`src/rtl/fifo_rd_pkg.sv`:
```
// Shared constants and occupancy encoding for the FIFO read-side stream adapter.
package fifo_rd_pkg;

    localparam int unsigned BUF_DEPTH   = 2;
    localparam int unsigned STATS_CNT_W = 32;

    typedef enum logic [1:0] {
        OCC_EMPTY = 2'd0,
        OCC_ONE   = 2'd1,
        OCC_TWO   = 2'd2
    } occ_e;

endpackage

```
`src/rtl/stream_skid_buf2.sv`:
```
// Two-entry register buffer: head entry drives the stream, tail absorbs one extra word.
module stream_skid_buf2 #(
    parameter int unsigned WIDTH = 33
) (
    input  logic             i_clk,
    input  logic             i_rst,
    input  logic             i_push,
    input  logic [WIDTH-1:0] i_push_data,
    input  logic             i_pop,
    output logic [1:0]       o_occ,
    output logic [WIDTH-1:0] o_head_data,
    output logic             o_valid
);
    import fifo_rd_pkg::*;

    occ_e             r_occ;
    logic [WIDTH-1:0] r_head;
    logic [WIDTH-1:0] r_tail;

    always_ff @(posedge i_clk) begin
        if (i_rst) begin
            r_occ  <= OCC_EMPTY;
            r_head <= '0;
            r_tail <= '0;
        end else begin
            case (r_occ)
                OCC_EMPTY: begin
                    if (i_push) begin
                        r_head <= i_push_data;
                        r_occ  <= OCC_ONE;
                    end
                end
                OCC_ONE: begin
                    case ({i_push, i_pop})
                        2'b10: begin
                            r_tail <= i_push_data;
                            r_occ  <= OCC_TWO;
                        end
                        2'b01: r_occ <= OCC_EMPTY;
                        2'b11: r_head <= i_push_data;
                        default: ;
                    endcase
                end
                OCC_TWO: begin
                    // Push here only happens alongside a pop; the credit rule upstream forbids otherwise.
                    if (i_pop) begin
                        r_head <= r_tail;
                        if (i_push) r_tail <= i_push_data;
                        else        r_occ  <= OCC_ONE;
                    end
                end
                default: r_occ <= OCC_EMPTY;
            endcase
        end
    end

    always_ff @(posedge i_clk) begin
        if (!i_rst) begin
            assert (!(i_push && !i_pop && r_occ == OCC_TWO))
                else $error("stream_skid_buf2 overflow: push into full buffer");
        end
    end

    assign o_occ       = r_occ;
    assign o_head_data = r_head;
    assign o_valid     = (r_occ != OCC_EMPTY);

endmodule

```
`src/rtl/fifo_rd_stream_adapter.sv`:
```
// Turns a standard-mode sync_fifo read port into a valid/ready stream with tlast.
// Optional word/frame counters are enabled by defining FIFO_RD_STATS_EN.
module fifo_rd_stream_adapter #(
    parameter int unsigned DATA_WIDTH = 32,
    parameter int unsigned BUF_DEPTH  = 2
) (
    input  logic                  i_clk,
    input  logic                  i_rst,
    output logic                  o_fifo_rd_en,
    input  logic [DATA_WIDTH:0]   i_fifo_dout,
    input  logic                  i_fifo_empty,
    output logic                  o_tvalid,
    output logic [DATA_WIDTH-1:0] o_tdata,
    output logic                  o_tlast,
    input  logic                  i_tready,
    output logic                  o_in_frame,
`ifdef FIFO_RD_STATS_EN
    output logic [fifo_rd_pkg::STATS_CNT_W-1:0] o_word_cnt,
    output logic [fifo_rd_pkg::STATS_CNT_W-1:0] o_frame_cnt,
`endif
    output logic                  o_busy
);
    import fifo_rd_pkg::*;

    logic                r_inflight;
    logic                r_in_frame;
    logic [1:0]          w_occ;
    logic [DATA_WIDTH:0] w_head;
    logic                w_valid;
    logic                w_pop;
    logic [2:0]          w_pending;

    assign w_pop = w_valid & i_tready;

    // Words owed to the buffer after this edge: stored + in flight - leaving now.
    assign w_pending    = {1'b0, w_occ} + {2'b00, r_inflight} - {2'b00, w_pop};
    assign o_fifo_rd_en = ~i_rst & ~i_fifo_empty & (w_pending < 3'(BUF_DEPTH));

    always_ff @(posedge i_clk) begin
        if (i_rst) begin
            r_inflight <= 1'b0;
            r_in_frame <= 1'b0;
        end else begin
            r_inflight <= o_fifo_rd_en;
            if (w_pop) r_in_frame <= ~o_tlast;
        end
    end

    stream_skid_buf2 #(
        .WIDTH (DATA_WIDTH + 1)
    ) u_buf (
        .i_clk       (i_clk),
        .i_rst       (i_rst),
        .i_push      (r_inflight),
        .i_push_data (i_fifo_dout),
        .i_pop       (w_pop),
        .o_occ       (w_occ),
        .o_head_data (w_head),
        .o_valid     (w_valid)
    );

    assign o_tvalid   = w_valid;
    assign o_tdata    = w_head[DATA_WIDTH-1:0];
    assign o_tlast    = w_head[DATA_WIDTH];
    assign o_in_frame = r_in_frame;
    assign o_busy     = (w_occ != OCC_EMPTY) | r_inflight;

`ifdef FIFO_RD_STATS_EN
    logic [STATS_CNT_W-1:0] r_word_cnt;
    logic [STATS_CNT_W-1:0] r_frame_cnt;

    always_ff @(posedge i_clk) begin
        if (i_rst) begin
            r_word_cnt  <= '0;
            r_frame_cnt <= '0;
        end else if (w_pop) begin
            r_word_cnt <= r_word_cnt + 1'b1;
            if (o_tlast) r_frame_cnt <= r_frame_cnt + 1'b1;
        end
    end

    assign o_word_cnt  = r_word_cnt;
    assign o_frame_cnt = r_frame_cnt;
`endif

endmodule

```
`config.mk`:
```
export PLATFORM = sky130hd
export DESIGN_NAME = fifo_rd_stream_adapter
export DESIGN_NICKNAME = d
export VERILOG_FILES = /design/src/rtl/fifo_rd_pkg.sv /design/src/rtl/stream_skid_buf2.sv /design/src/rtl/fifo_rd_stream_adapter.sv
export SDC_FILE = /design/constraint.sdc
export NUM_CORES = 1
export LEC_CHECK = 0
export BUFFER_PORTS_ARGS = -buffer_cell sky130_fd_sc_hd__buf_4
export CAP_MARGIN = 20
export CORE_MARGIN = 1
export CORE_UTILIZATION = 54
export CTS_CLUSTER_SIZE = 28
export DETAILED_ROUTE_END_ITERATION = 16
export PLACE_DENSITY = 0.89
export SLEW_MARGIN = 20
export SYNTH_ARGS = -nofsm -noshare
export SYNTH_HDL_FRONTEND = slang
export SYNTH_HIERARCHICAL = 1
export SYNTH_SLANG_ARGS = --single-unit
export TNS_END_PERCENT = 1
```
`constraint.sdc`:
```
create_clock -name i_clk -period 2.5 [get_ports i_clk]
set_input_delay 0.125 -clock i_clk [delete_from_list [all_inputs] [get_ports i_clk]]
set_output_delay 0.125 -clock i_clk [all_outputs]
set_load 0.03 [all_outputs]
```
==> results of run 1 <==
power by group through the flow:
stage	clock network (mW)	logic (mW)	registers (mW)
after floorplan	0	0.479	1.47
after global placement	0	0.876	1.31
after detailed placement	0	0.904	1.32
after CTS	0.973	0.923	1.29
after global routing	1.02	0.986	1.30
final	0.960	0.924	1.29
stage by stage:
step                      std cells  instance area [um^2]
final                           479                  4180
after detailed placement        459                  3930
after CTS                       479                  4180
after floorplan                 341                  3400
after global placement          459                  3930
after global routing            479                  4180
synthesized netlist by cell type:
master / n / area [um^2]
ha_1: 4 / 50.1
fa_1: 1 / 20.0
nor2b_1: 1 / 6.26
nor4b_1: 2 / 17.5
a21o_4: 1 / 15.0
a211oi_1: 37 / 278
or3_1: 1 / 6.26
mux2_4: 1 / 15.0
dfxtp_1: 70 / 1400
nand3_1: 33 / 165
a211oi_2: 30 / 375
o21ai_0: 34 / 170
inv_1: 3 / 11.3
and4b_1: 1 / 10.0
or2_2: 1 / 6.26
buf_6: 4 / 45.0
a21o_1: 1 / 7.51
xor2_1: 1 / 8.76
mux2i_1: 33 / 330
buf_4: 2 / 15.0
buf_2: 7 / 35.0
inv_2: 1 / 3.75
and2_1: 1 / 6.26
nand3b_1: 2 / 15.0
nand2b_1: 2 / 12.5
a21oi_1: 36 / 180
nand4b_1: 1 / 8.76
or4_1: 1 / 7.51
and3b_1: 3 / 26.3
clkbuf_1: 26 / 97.6
per-layer routing:
metal  vias to the layer above  track usage  share of wire
met5                         -            0              0
met4                         0       0.0911          0.010
met3                         9       0.0966          0.086
met2                       151        0.447           0.49
met1                      1442        0.357           0.41
li1                       1405            -              -
worst max-delay path, cell delays in order, from the launching register on:
cell and delay (ps):
dfxtp_4 350, or2_4 230, and2_4 170, ha_4 210
nand2b_4 140, fa_2 350, xor2_2 170, nor4b_4 240
buf_6 170
worst min path at each step:
stage / startpoint / to / slack (ps)
3_3_place_gp: i_fifo_empty / r_inflight$_SDFF_PP0_ / 320
3_5_place_dp: i_fifo_empty / r_inflight$_SDFF_PP0_ / 320
2_1_floorplan: i_rst / o_in_frame$_SDFFE_PP0P_ / 200
6_report: i_fifo_dout[9] / u_buf/r_tail[9]$_SDFFE_PP0P_ / 70
5_1_grt: i_fifo_dout[29] / u_buf/r_tail[29]$_SDFFE_PP0P_ / 60
4_1_cts: i_fifo_dout[13] / u_buf/r_tail[13]$_SDFFE_PP0P_ / 50
repair_timing:
action,CTS,global route
buffers inserted,3,0
endpoints found under the hold margin,1,0
setup endpoints to repair,1,34
hold buffers,1,0
pin swaps,4,0
gates resized for setup,1,1
kinds of logic (layout without fill, tap and decap cells):
kind of cell               after synthesis  count (layout)  share of synthesized area
AOI/OAI and AO/OA                      139             139                      0.307
xor gates and xnor gates                 1               1                    0.00262
adders and majority gates                5               5                     0.0209
buffers and inverters                   43             106                     0.0621
DFF                                     70              70                      0.419
muxes                                   34              34                      0.103
and+or+nand+nor                         49              49                     0.0860
state kept, by name, indices dropped and copies added (netlist names):
signal             count
u_buf/o_head_data     33
r_inflight             1
u_buf/r_tail          33
o_in_frame             1
u_buf/o_occ            2
layout make-up:
class / instances / share of cell area
flip-flops and latches: 70 / 0.336
inverters: 4 / 0.00359
clock buffers: 13 / 0.0407
repair buffers: 86 / 0.159
well taps: 75 / 0.0224
multi-input cells: 228 / 0.429
clock inverters: 3 / 0.00958
==> impl_results.md, run 1 <==
* Footprint of the multi-input gates at between 0.0015 and 0.002 mm^2
* Via count of the first global-routing pass at 2826
* Run status: finished clean
* Pin count of the biggest net entering global routing at 43
* Worst Setup SP: u_buf/o_occ[1]$_SDFFE_PP0P_
* Worst Skew at ~4.7 ps
* HPWL Detailed at between 5000 and 6000 um
* Die ar. at 0.00652 mm^2
* Combinational Power Share at 0.291
* Arrival @ worst endpoint at 2350 ps
* Nets@finish at around 440
* Worst reg-to-reg path cell count at 6
* FP Rows at 28
* CP endpoint: o_fifo_rd_en
* Total wire length at ~8700 um
* Chip width at 80.7 um
* Max Slew Vio Count at 0
* First-pass GRT wire length at approximately 14000 um
* Worst hold margin at 65.9 ps
* DRT antenna net count at 0
* Overall Global Routing Usage at 0.281
* Post-Synthesis Cells at between 300 and 400
* Unrepaired setup endpoints after global routing: yes
* Pleak at approximately 1.8 nW
* RR Startpoint: u_buf/o_occ[0]$_SDFFE_PP0P_
* Root buf cell: clkbuf_8
* Initial antenna violation count at 0
* Final weighted congestion in routability-driven placement at roughly 0.76
* R2r setup slk at about 240 ps
* Via/cell ratio at between 6 and 7
* Design Power at around 3.2 mW
* Final worst path period share at 0.991
* Placement Setup Slack at roughly 130 ps
* Hold depth at 3
* Slew @ Worst Pin at roughly 1100 ps
* Post-route DRC at 0
* Num CTS Buffers at 9
* Core area at about 0.0060 mm^2
* Clk slew on worst S/H paths at approximately 70 ps
* I/O Pins at 74
* First drt pass iteration count at 5
* Core Util, Final at 0.702
* Routed length per instance at 18.2 um
* Die H at between 80 and 90 um
* Final setup viols at 0
* Yosys warns at 6
* Seq pwr share at 0.406
* # Max-Cap Violations at 0
* Via Count at 3007
* CP Capture Type: output pin
* Average size of a mapped cell at slightly below 10 um^2
* # fillers at ~470
* Internal cell power at ~2.1 mW
* Max clock buf depth at 2
* #FFs+latches synth at 70
* Crit-path max FO at 2
* Sequential-to-total area share from yosys stat at 0.419
* Sum Neg Setup Slack at 0 ps
* Netlist Area Pre-Place at 0.00335 mm^2
* Switching share of power at 0.324
* Hold Violations, Final at 0
* Port buffer count at between 70 and 80
* Reg2reg end: u_buf/r_tail[27]$_SDFFE_PP0P_
* Fin crit period at 2480 ps
* Clock Sink Count at 70
* Synth Net Count at roughly 380
* Most frequent cells in the layout: buf_4 (83), dfxtp_1 (69), a211oi_1 (37)
* FF+latch area at 0.00141 mm^2
* CP Class: flip-flop to output pin
* Total gr overflow at 0
* Slew HR at 0.285
* Switching pwr at between 1 and 1.5 mW
* Pwr dens at approximately 760 mW/mm^2
* Nature of the critical path startpoint: flip-flop
* Worst skew pair latency at between 300 and 400 ps
* Share of layout cells above drive strength 1 at 0.351
* Post-route setup slack at between 20 and 25 ps
* Clk pwr share at 0.303
* Initial Util at 0.562
* H-tree depth at 3
* HP Class: primary input to flip-flop
* CP required at around 2400 ps
* N_diodes at 0
* DR iter-0 viols at roughly 230
* Max frequency at between 400 and 500 MHz
* TritonCTS clock tree: done
* Most common cell after layout, fill and taps aside: buf_4
* Area growth syn-to-layout at 24.9%
* Worst vdd ir at 575 uV
* Synth unique cells at 30
Power figures use the tool's default switching activity.
==> inputs of run 2 (changes only) <==
--- a/config.mk
+++ b/config.mk
@@ -8,10 +8,10 @@
 export BUFFER_PORTS_ARGS = -buffer_cell sky130_fd_sc_hd__buf_4
 export CAP_MARGIN = 20
 export CORE_MARGIN = 1
-export CORE_UTILIZATION = 54
+export CORE_UTILIZATION = 35
 export CTS_CLUSTER_SIZE = 28
 export DETAILED_ROUTE_END_ITERATION = 16
-export PLACE_DENSITY = 0.89
+export PLACE_DENSITY = 0.66
 export SLEW_MARGIN = 20
 export SYNTH_ARGS = -nofsm -noshare
 export SYNTH_HDL_FRONTEND = slang
==> impl_results.md, run 2 (same netlist as run 1, synthesis figures left out) <==
* Run status: finished with violations
* Failing checks: negative setup slack
* Metal-1 WL at 4230 um (+17%)
* # fillers at 882 (+86%)
* Final worst path period share at 1.00 (+0.0128)
* Sum Neg Setup Slack at -8.43 ps (-8.43 ps)
* Slew HR at 0.542 (+0.257)
* Die ar. at 0.00996 mm^2 (+53%)
* Max Slew Vio Count at 0 (unchanged)
* DR iter-0 viols at 141 (-38%)
* HPWL Detailed at 5450 um (+0.70%)
* # Max-Cap Violations at 0 (unchanged)
* Unrepaired setup endpoints after global routing: yes
* DR WL met2 at 4130 um (-3.1%)
* H-tree depth at 3 (unchanged)
* Initial antenna violation count at 0 (unchanged)
* Port buffer count at 73 (unchanged)
* First-pass GRT wire length at 14700 um (+5.7%)
* Worst skew pair latency at 350 ps (about the same)
* Clk slew on worst S/H paths at 80 ps (about the same)
* CP required at 2380 ps (about the same)
* Post-route cell area at 0.00426 mm^2 (+1.9%)
* N_diodes at 0 (unchanged)
* I/O Pins at 74 (unchanged)
* Total wire length at 8950 um (+2.7%)
* Overall Global Routing Usage at 0.189 (-0.0925)
* Nets@finish at 441 (unchanged)
* Final weighted congestion in routability-driven placement at 0.782 (+3.2%)
* Max layer used: met4
* HP Class: primary input to flip-flop
* Routed length per instance at 16.8 um (-7.7%)
* Share of layout cells above drive strength 1 at 0.356 (+0.00495)
* Fin crit period at 2510 ps (+32.0 ps)
* Via count of the first global-routing pass at 2850 (+0.85%)
* Clock Sink Count at 70 (unchanged)
* DR WL met3 at 453 um (-40%)
* Post-route setup slack at -8.43 ps (-32.0 ps)
* Worst-path cell chain: or2_4, and2_4, ha_4, nand2b_4, fa_2, xor2_2, nor4b_4, buf_6
* Final setup viols at 1 (+1)
* Pwr dens at 760 mW/mm^2 (about the same)
* Initial Util at 0.362 (-0.200)
* Worst hold margin at 52.4 ps (-13.5 ps)
* R2r setup slk at 290 ps (+50 ps)
* TritonCTS clock tree: done
* Root buf cell: clkbuf_8
* DRT antenna net count at 0 (unchanged)
* Max clock buf depth at 2 (unchanged)
* Worst Skew at 10.1 ps (+5.33 ps)
* Post-route DRC at 0 (unchanged)
* Num CTS Buffers at 9 (unchanged)
* Most frequent cells in the layout: buf_4 (83), dfxtp_1 (69), a211oi_1 (37)
* DP Area at 0.00401 mm^2 (+1.9%)
* Die H at 99.8 um (+24%)
* Area growth syn-to-layout at 27.3%
* Worst vdd ir at 311 uV (-46%)
* Max frequency at 399 MHz (-1.3%)
* FP Rows at 35 (+25%)
* CP Class: flip-flop to output pin
* Most common cell after layout, fill and taps aside: buf_4
* Hold Violations, Final at 0 (unchanged)
* Pin count of the biggest net entering global routing at 44 (+2.3%)
* Slew @ Worst Pin at 686 ps (-385 ps)
* Via/cell ratio at 5.39 (-14%)
* Core area at 0.00924 mm^2 (+55%)
* Pleak at 1.78 nW (+0.32%)
* Arrival @ worst endpoint at 2380 ps (+30 ps)
* Chip width at 99.8 um (+24%)
* Via Count at 2875 (-4.4%)
* Nature of the critical path startpoint: flip-flop
* Largest stage delay on the critical path at 360 ps (about the same)
* Master of the slowest instance on the critical path: dfxtp_4
* First drt pass iteration count at 4 (-1)
* Total gr overflow at 0 (unchanged)
* CP Capture Type: output pin
* Crit-path max FO at 5 (+3)
[run 2: changes by cell type in the layout (fill, tap and decap cells not counted)]
cell        before  now
clkbuf_1         2    0
inv_4            0    1
clkinvlp_4       0    1
bufinv_16        1    2
clkbuf_16        1    0
[run 2: path summary, 6_finish.rpt]
| check | cells past startpoint | startpoint | endpoint |
|---|---|---|---|
| setup / recovery | 8 | u_buf/o_occ[1]$_SDFFE_PP0P_ | o_fifo_rd_en |
| hold reg to reg | 2 | u_buf/r_tail[6]$_SDFFE_PP0P_ | u_buf/r_tail[6]$_SDFFE_PP0P_ |
| setup reg to reg | 6 | u_buf/o_occ[1]$_SDFFE_PP0P_ | u_buf/o_head_data[30]$_SDFFE_PP0P_ |
| hold / removal | 3 | i_fifo_dout[6] | u_buf/r_tail[6]$_SDFFE_PP0P_ |
[run 2: routing by layer]
metal | up-vias | global-route usage
li1 | 1403 | -
met5 | - | 0
met1 | 1377 | 0.257
met2 | 84 | 0.295
met4 | 0 | 0.0713
met3 | 11 | 0.0383
[run 2: layout make-up]
| type | instances | area [um^2] | share of cell area |
|---|---|---|---|
| clock buffer | 10 | 138 | 0.0323 |
| clock inverter | 6 | 83.8 | 0.0197 |
| multi-input combinational | 228 | 1790 | 0.421 |
| sequential | 70 | 1410 | 0.330 |
| tap | 129 | 161 | 0.0379 |
| timing repair buffer | 86 | 664 | 0.156 |
| inverter | 4 | 15.0 | 0.00353 |
[run 2: where the power goes]
part	switching, mW	internal [mW]
Clock	0.448	0.586
Sequential	0.0690	1.22
Combinational	0.541	0.373
[run 2: repair_timing]
action,in CTS,in global routing
endpoints found under the setup margin,1,34
hold buffers,1,0
setup buffers,2,0
hold endpoints to repair,1,0
resized for setup,0,2
pin swaps,2,0
[run 2: through the flow]
stage	power (mW)	cells	utilization	setup slack [ps]
after CTS	3.26	533	0.460	-42.5
after global placement	2.20	514	0.434	215
after detailed placement	2.22	514	0.434	153
after global routing	3.40	533	0.461	-96.1
final	3.24	533	0.461	-8.43
after floorplan	1.94	341	-	46.3
[run 2: worst max-delay path: cells and delay by family (launching register included)]
kind	cells	cell delay, ps
DFF	1	360
and+or+nand+nor	4	780
adders and majority gates	2	560
xor gates and xnor gates	1	170
buffers and inverters	1	170
